===== src/rtl/maxnet_window_competitor_pkg.sv =====
// Shared types and width helpers for the MaxNet window competitor.
// No logic here; only the FSM state enum, default inhibition shift and width functions.
// Widths are clamped to at least one bit so degenerate parameters still elaborate.
package maxnet_pkg;

    typedef enum logic [1:0] {
        IDLE = 2'd0,
        ITER = 2'd1,
        DONE = 2'd2
    } mn_state_t;

    localparam int DEFAULT_EPS_SHIFT = 3;

    // Width of the row-major winner index for a KxK window.
    function automatic int idx_width(input int k);
        return ($clog2(k * k) < 1) ? 1 : $clog2(k * k);
    endfunction

    // Width of the iteration counter, able to hold MAX_ITER itself.
    function automatic int iter_width(input int max_iter);
        return ($clog2(max_iter + 1) < 1) ? 1 : $clog2(max_iter + 1);
    endfunction

endpackage


===== src/rtl/maxnet_window_competitor_lane.sv =====
// One MaxNet lane: nxt = max(0, act - ((sum - act) >> EPS_SHIFT)).
// Purely combinational, zero latency.
// No handshake; the parent decides when the result is stored.
module maxnet_update_lane #(
    parameter int EPS_SHIFT = 3
) (
    input  logic [7:0]  act_k,
    input  logic [15:0] sum,
    output logic [7:0]  nxt_k
);

    logic [15:0]        others;
    logic [15:0]        inhib;
    logic signed [16:0] diff;

    assign others = sum - 16'(act_k);
    assign inhib  = others >> EPS_SHIFT;
    assign diff   = $signed({9'b0, act_k}) - $signed({1'b0, inhib});

    // Clamp negative results to zero; a positive result never exceeds act_k.
    always_comb begin
        nxt_k = 8'd0;
        if (!diff[16]) begin
            nxt_k = diff[7:0];
        end
    end

endmodule


===== src/rtl/maxnet_window_competitor.sv =====
// Iterative MaxNet competition over one KxK window; returns winner index and original value.
// Latency: n+2 cycles from acceptance to out_valid, where n is the iteration count (max MAX_ITER+2).
// One window in flight: in_ready only in IDLE; the result is held in DONE until out_ready.
module maxnet_window_competitor
    import maxnet_pkg::*;
#(
    parameter int K         = 3,
    parameter int EPS_SHIFT = DEFAULT_EPS_SHIFT,
    parameter int MAX_ITER  = 32,
    parameter int IDX_W     = idx_width(K),
    parameter int IDX_IT    = iter_width(MAX_ITER)
) (
    input  logic                          clk,
    input  logic                          rst_n,
    input  logic                          in_valid,
    output logic                          in_ready,
    input  logic [0:K-1][0:K-1][7:0]      in_win,
    output logic                          out_valid,
    input  logic                          out_ready,
    output logic [IDX_W-1:0]              out_idx,
    output logic [7:0]                    out_max,
    output logic [IDX_IT-1:0]             out_iters
);

    localparam int N     = K * K;
    localparam int CNT_W = $clog2(N + 1);

    mn_state_t            state;
    logic [0:N-1][7:0]    orig;
    logic [0:N-1][7:0]    act;
    logic [0:N-1][7:0]    nxt;
    logic [IDX_IT-1:0]    iter_cnt;
    logic [15:0]          sum;
    logic [CNT_W-1:0]     nz_cnt;
    logic [IDX_W-1:0]     win_idx;
    logic                 stop;

    assign in_ready = (state == IDLE);

    // One update lane per window element, all sharing the window sum.
    for (genvar k = 0; k < N; k++) begin : g_lane
        maxnet_update_lane #(.EPS_SHIFT(EPS_SHIFT)) u_lane (
            .act_k (act[k]),
            .sum   (sum),
            .nxt_k (nxt[k])
        );
    end

    // Window sum, survivor count and lowest-index nonzero winner.
    always_comb begin
        sum     = 16'd0;
        nz_cnt  = '0;
        win_idx = '0;
        for (int k = 0; k < N; k++) begin
            sum = sum + 16'(act[k]);
            if (act[k] != 8'd0) begin
                nz_cnt = nz_cnt + CNT_W'(1);
            end
        end
        for (int k = N - 1; k >= 0; k--) begin
            if (act[k] != 8'd0) begin
                win_idx = IDX_W'(k);
            end
        end
    end

    // Stop when at most one survivor, the update would clear everything, or the cap is hit.
    assign stop = (nz_cnt <= CNT_W'(1)) || (nxt == '0) || (iter_cnt == IDX_IT'(MAX_ITER));

    // Control FSM, activation registers and registered result.
    // DONE spends its first cycle raising out_valid so the result appears n+2 cycles after acceptance.
    always_ff @(posedge clk) begin
        if (!rst_n) begin
            state     <= IDLE;
            out_valid <= 1'b0;
            out_idx   <= '0;
            out_max   <= 8'd0;
            out_iters <= '0;
            orig      <= '0;
            act       <= '0;
            iter_cnt  <= '0;
        end else begin
            case (state)
                IDLE: begin
                    if (in_valid) begin
                        for (int r = 0; r < K; r++) begin
                            for (int c = 0; c < K; c++) begin
                                orig[r*K+c] <= in_win[r][c];
                                act[r*K+c]  <= in_win[r][c];
                            end
                        end
                        iter_cnt <= '0;
                        state    <= ITER;
                    end
                end
                ITER: begin
                    if (stop) begin
                        out_idx   <= win_idx;
                        out_max   <= orig[win_idx];
                        out_iters <= iter_cnt;
                        state     <= DONE;
                    end else begin
                        act      <= nxt;
                        iter_cnt <= iter_cnt + IDX_IT'(1);
                    end
                end
                DONE: begin
                    if (!out_valid) begin
                        out_valid <= 1'b1;
                    end else if (out_ready) begin
                        out_valid <= 1'b0;
                        state     <= IDLE;
                    end
                end
                default: state <= IDLE;
            endcase
        end
    end

endmodule


===== config.mk =====
export PLATFORM = sky130hd
export DESIGN_NAME = maxnet_window_competitor
export DESIGN_NICKNAME = d
export VERILOG_FILES = /design/src/rtl/maxnet_window_competitor_pkg.sv /design/src/rtl/maxnet_window_competitor_lane.sv /design/src/rtl/maxnet_window_competitor.sv
export SDC_FILE = /design/constraint.sdc
export NUM_CORES = 1
export LEC_CHECK = 0
export CORE_UTILIZATION = 45
export CTS_CLUSTER_SIZE = 40
export DETAILED_ROUTE_END_ITERATION = 10
export PLACE_DENSITY_LB_ADDON = 0.08
export REMOVE_ABC_BUFFERS = 1
export SLEW_MARGIN = 15
export SYNTH_ARGS = -nofsm -noshare
export SYNTH_HDL_FRONTEND = slang
export SYNTH_SLANG_ARGS = --single-unit

===== constraint.sdc =====
create_clock -name clk -period 9.97 [get_ports clk]
set_clock_uncertainty 0.15 [all_clocks]
set_input_delay 1.4955 -clock clk [delete_from_list [all_inputs] [get_ports clk]]
set_output_delay 1.4955 -clock clk [all_outputs]
set_load 0.01 [all_outputs]

After elaboration in Yosys (flattened, before gate mapping):

Cells that the tools add are included.

* register bits after elaboration: 171
* output and inout bits: 20
* word-level logic and storage cells: 131

* add/subtract/negate cells: 35
* order comparisons: 2
* equality and inequality tests: 8
* muxes and demuxes: 43
* bitwise logic cells: 1
* reductions and logical operators: 18

Operator list (count)
* $mux 72: 2
* $pmux 72 s2: 1
* $sub 16x8->16: 9
* $sub 8x13->14: 9
* $mux 8: 11
* $logic_not 72->1: 1
* $reduce_bool 8->1: 9
* $mux 4: 17
* $add 4x1->4 const B: 8
* $bmux 8 s4: 1
* $add 15x8->16: 1
* $add 14x8->15: 1
* $add 13x8->14: 1
* $add 12x8->13: 1
* $add 11x8->12: 1
* $mux 6: 2
* $pmux 6 s2: 1
* $add 10x8->11: 1
* $add 9x8->10: 1
* $ne 2x2->1 const B: 5
* $add 8x8->9: 1
* $mux 2: 4
* $add 6x1->6 const B: 1
* $eq 6x6->1 const B: 1
* 13 further kinds: 17

Logic depth before layout (Yosys ltp):

* depth in word-level cells: 23
* gate-level depth with buffers: 36
* gate-level depth less buffers: 34

Cells and area by module:

A second synthesis with hierarchy kept.

* cell total of the unflattened synthesis: 2223
* area total of the unflattened synthesis: 18612.9 µm²

Modules (own cells, without submodules)
* maxnet_window_competitor: instances 1, cells each 1158, area each 10425.0 µm², seq. area each 3423.3 µm²
* maxnet_update_lane at g_lane[0].u_lane ...: instances 4, cells each 124, area each 957.2 µm², seq. area each 0.0 µm²
* maxnet_update_lane at g_lane[2].u_lane ...: instances 3, cells each 107, area each 808.3 µm², seq. area each 0.0 µm²
* maxnet_update_lane at g_lane[1].u_lane ...: instances 2, cells each 124, area each 967.2 µm², seq. area each 0.0 µm²

Worst setup path after synthesis:

Ideal clock, no wire load.

* path kind: register to register
* start point: register act[2] (netlist bit)
* end point: register out_iters[0]
* arrival: 7.974 ns
* path slack: 1.721 ns
* stages on the path, launching flop included: 33
* buffers on the path: 1
* clock period less this slack: 8.249 ns
* path through: dfxtp_1 -> inv_1 -> fa_1 -> inv_1 -> fa_1 -> fa_1 -> inv_1 -> fa_1 -> inv_1 -> ha_1 -> inv_1 -> fa_1 -> nor2b_1 -> o21a_1 -> nor2_1 -> xnor2_1 -> ha_1 -> and4_1 -> a211oi_1 -> o21ai_0 -> a21oi_1 -> nand2_1 -> xnor2_1 -> ha_1 -> and2_1 -> o31a_1 -> o22ai_1 -> o2111ai_1 -> or3_1 -> o211ai_2 -> nand2_1 -> buf_2 -> mux2i_1

* longest elaborated chain between the ends: 8

Ends and longest elaborated chain
* start, declared: line maxnet_window_competitor.sv:30 `logic [0:N-1][7:0] act;`
* start signal, assigned by index: line maxnet_window_competitor.sv:89 `act[r*K+c] <= in_win[r][c];`
* start signal, assigned: line maxnet_window_competitor.sv:103 `act <= nxt;`
* $add 15x8->16: line maxnet_window_competitor.sv:55 `sum = sum + 16'(act[k]);`
* $sub 16x8->16: line maxnet_window_competitor_lane.sv:16 `assign others = sum - 16'(act_k);`
* $sub 8x13->14: line maxnet_window_competitor_lane.sv:18 `assign diff = $signed({9'b0, act_k}) - $signed({1'b0, inhib});`
* $mux 8: line maxnet_window_competitor_lane.sv:23 `if (!diff[16]) begin`
* $logic_not 72->1: line maxnet_window_competitor.sv:68 `assign stop = (nz_cnt <= CNT_W'(1)) || (nxt == '0) || (iter_cnt == IDX_IT'(MAX_ITER));`
* $logic_or 1x1->1 * (2 in series): line maxnet_window_competitor.sv:68
* $reduce_and 2->1 (no line) *
* end signal, assigned: line maxnet_window_competitor.sv:100 `out_iters <= iter_cnt;`
* end, declared: line maxnet_window_competitor.sv:22 `output logic [IDX_IT-1:0] out_iters`

Mark *: on every way between the ends. The rest lies on a longest branch, timed or not.
A chain may end at the register's enable or synchronous reset.

Worst setup path after layout:

* start point: register act[11] (netlist bit)
* end point: register out_idx[3]

* longest elaborated chain between the ends: 9

Ends and longest elaborated chain
* $add 14x8->15 / $reduce_bool 8->1 (equally long branches): line maxnet_window_competitor.sv:55, maxnet_window_competitor.sv:56, maxnet_window_competitor.sv:61
* $add 15x8->16 / $mux 4 (equally long branches): line maxnet_window_competitor.sv:55, maxnet_window_competitor.sv:61
* $sub 16x8->16 / $mux 4 (equally long branches): line maxnet_window_competitor_lane.sv:16, maxnet_window_competitor.sv:61
* $sub 8x13->14 / $mux 4 (equally long branches): line maxnet_window_competitor_lane.sv:18, maxnet_window_competitor.sv:61
* $mux 8 / $mux 4 (equally long branches): line maxnet_window_competitor_lane.sv:23, maxnet_window_competitor.sv:61
* $logic_not 72->1 / $mux 4 (equally long branches): line maxnet_window_competitor.sv:68, maxnet_window_competitor.sv:61
* $logic_or 1x1->1 / $mux 4 (equally long branches) (2 in series): line maxnet_window_competitor.sv:68, maxnet_window_competitor.sv:61
* $reduce_and 2->1 (no line) / $mux 4 (equally long branches)
* end signal, assigned: line maxnet_window_competitor.sv:98 `out_idx <= win_idx;`
* end, declared: line maxnet_window_competitor.sv:20 `output logic [IDX_W-1:0] out_idx,`

Parallel ways exist; a longest one is shown, timed or not.

==> reports/qor.log <==
qor: synth.synth_cells 1942
qor: layout.area.growth.synth_to_final 13.0%
qor: clock_network.ctsHtreeMaxLevel 4
qor: worst_setup_path.critical-path-slowest-cell o41ai_1
qor: worst_setup_path.cp-end-kind flop
qor: synth.ys.flop_type dfxtp_1
qor: floorplan.floorplan.core_area 33900 um2
qor: worst_setup_path.critical_path_buf_inv_count 5
qor: synth.ys_warn_count 0
qor: worst_setup_path.cp_slowest_stage_delay 1.03 ns
qor: synth.number_of_synthesized_register_bits 171
qor: synth.post-synth-top-area-fraction 21.9%
qor: worst_setup_path.cp-start-kind flop
qor: global_route.grt_max_degree 86
qor: synth.synth_cell_area 15600 um2
qor: clock_network.path_clk_slew 0.08 ns
qor: synth.post_synth_main_area_contributors dfxtp_1, ha_1, fa_1, a21oi_1, nand2_1
qor: detailed_routing.routedWlPerCell 21.8 um
qor: timing.layout_worst_path_cycle_share 96.1%
qor: timing.timing.setup.tns 0 ns
qor: min_path.worst_hold_startpoint orig[62]
qor: synth.synth_top_cell_by_area dfxtp_1
qor: detailed_routing.drt_iter0_markers 1341
qor: worst_setup_path.criticalPathCategory reg -> reg
qor: placed_design.io_buffer_count 95
qor: layout.nNetsFinal 2297
qor: worst_setup_path.required 10.18 ns
qor: timing.worstMarginPinSlew 1.23 ns
qor: detailed_routing.drt_pre_antenna_iters 7
qor: floorplan.fp.dieW 188 um
qor: detailed_routing.detailroute.via_count 14.8k
qor: timing.rsz0062_at_grt false
qor: detailed_routing.postRouteAntennaNets 0
qor: clock_network.cts.root.buffer_cell clkbuf_16
qor: clock_network.clk_path_buf_depth 2
qor: min_path.worst_hold_path_type reg -> reg
qor: worst_setup_path.worst-endpoint-arrival 9.79 ns
qor: floorplan.die_h 188 um
qor: timing.max_slew_margin 18.2%
qor: layout.num_antenna_cells 0
qor: worst_setup_path.critical_path.reg2reg.startpoint act[11]
qor: synth.synth.avg_cell_area 8.04 um2
qor: global_route.antenna_found_initial 0
qor: global_route.via_count_of_the_first_global_routing_pass 14.0k
qor: clock_network.clock_latency_late_sink 0.47 ns
qor: detailed_routing.drcViolationCount 0
qor: layout.final_instance_count_excl_fillers 2461
qor: clock_network.tritoncts built
qor: synth.post_synth_most_frequent_cells nand2_1, dfxtp_1, a21oi_1
qor: placed_design.placed_cells 2429
qor: clock_network.numCtsBuffers 17
qor: global_route.first_pass_grt_wire_length 82200 um
qor: timing.setup_viol_count_final 0
qor: floorplan.initial_cell_density_of_the_core 46.1%
qor: synth.synth_edf_count 0
qor: floorplan.dieArea 35400 um2
qor: floorplan.row_count 67
qor: synth.fraction_of_the_yosys_area_taken_by_sequential_cells 21.9%
qor: placed_design.routability_cong 0.941
qor: run_status.outcome completed
qor: timing.final.min_clock_period 9.58 ns
qor: placed_design.dp_hpwl 41400 um
qor: flow_run.drv_cap 0
qor: timing.final_hold_viol_count 0
qor: floorplan.pin_count 96
qor: detailed_routing.avgViaCountPerCell 6.02
qor: global_route.global_route.overflow_total 0
qor: synth.netlist-cell-type-count 81
qor: worst_setup_path.cp_top_family compound AO/OA/AOI/OAI gates
qor: timing.worst_hold_slack 0.301 ns
qor: timing.fmax 104 MHz
qor: global_route.grtUsageTotal 30.5%
qor: synth.synth_most_common_cell nand2_1
qor: worst_setup_path.crit_path_max_fanout 14
qor: detailed_routing.totalWireLength 53600 um
qor: worst_setup_path.worstSetupStartpoint act[11]
qor: clock_network.cts.sinks 171
qor: timing.slew_violations 0
qor: clock_network.cts_hold_buf 0
qor: synth.synthArstFlopShare 0%
qor: layout.layout-drive-gt1-share 5.46%
## registers in the layout, summed over array words and instances (netlist names)
signal,count
state,2
orig,72
out_max,8
out_valid,1
iter_cnt,6
out_iters,6
act,72
out_idx,4
## through the flow
stage / setup WS [ns] / util (%) / cell area (um2)
final: 0.387 / 52.1 / 17600
after global routing: 0.0326 / 52.1 / 17600
after CTS: 0.345 / 52.1 / 17600
after detailed placement: 0.430 / 50.4 / 17100
after global placement: 0.488 / 50.4 / 17100
after floorplan: -0.278 / - / 15300
## path summary, 6_finish.rpt
kind	endpoint	slack [ns]	depth (start not counted)
worst max-delay path	out_idx[3]	0.39	29
worst min-delay path	orig[62]	0.30	2
worst max register to register	out_idx[3]	0.39	29
worst min register to register	orig[62]	0.30	2
## area by class of cell
type,count,area (um2)
inverter,160,603
multi-input combinational,1523,11300
clock buffer,17,425
sequential,171,3420
clock inverter,15,140
timing repair buffer,127,1220
fill,3306,16200
tap,448,561
## metal layers
layer | vias to the layer above | part of all wire, % | GRT usage (%)
met3 | 83 | 6.3 | 4.51
met2 | 514 | 45 | 48.1
met4 | 0 | 3.5 | 12.0
met5 | - | 0 | 0
li1 | 7089 | - | -
met1 | 7121 | 45 | 41.9
## repair_timing
action	in CTS	in global routing
gates resized for setup	0	1
setup endpoints to repair	0	24
setup buffers	0	0
## layout by cell type, fill, tap and decap left out, types with 13 or more instances in the layout
cell type and instances:
a211oi_1 54, nor2_1 113, nand2_1 217, nor2b_1 34, mux2_2 19, nand3_1 58
a21o_1 21, o211ai_1 24, xnor2_1 66, a221oi_1 21, fa_1 63, mux2i_1 28
buf_4 30, clkbuf_16 17, a21oi_1 166, nor3_1 26, a31oi_1 36, or4_1 13
or3_1 13, nand2b_1 31, inv_1 159, xor2_1 48, o21a_1 18, nor4_1 27
and3_1 23, clkdlybuf4s50_1 95, ha_1 158, dfxtp_1 171, a222oi_1 15, o21ai_0 70
## worst register-to-register path: cells and delay by family, from the launching register on
kind                     cells  cell delay [ns]
AND/OR/NAND/NOR              3             1.21
AO/OA/AOI/OAI               11             3.22
XOR/XNOR                     3             0.86
buffers and inverters        5             0.59
adder cells (fa/ha/maj)      7             3.05
flip-flops                   1             0.40
## kinds of logic (layout without fill, tap and decap cells)
group           Yosys count  after routing  share of synthesized area [%]
fa+ha+maj               221            221                           20.7
buf+inv                 248            319                           6.15
mux                      48             48                           3.25
compound gates          532            532                           22.5
flops                   171            171                           21.9
simple gates            604            604                           18.6
xor+xnor                118            118                           6.89
Power is not shown: default switching activity piles up to over one toggle a cycle in this logic, so the estimate is an artifact.
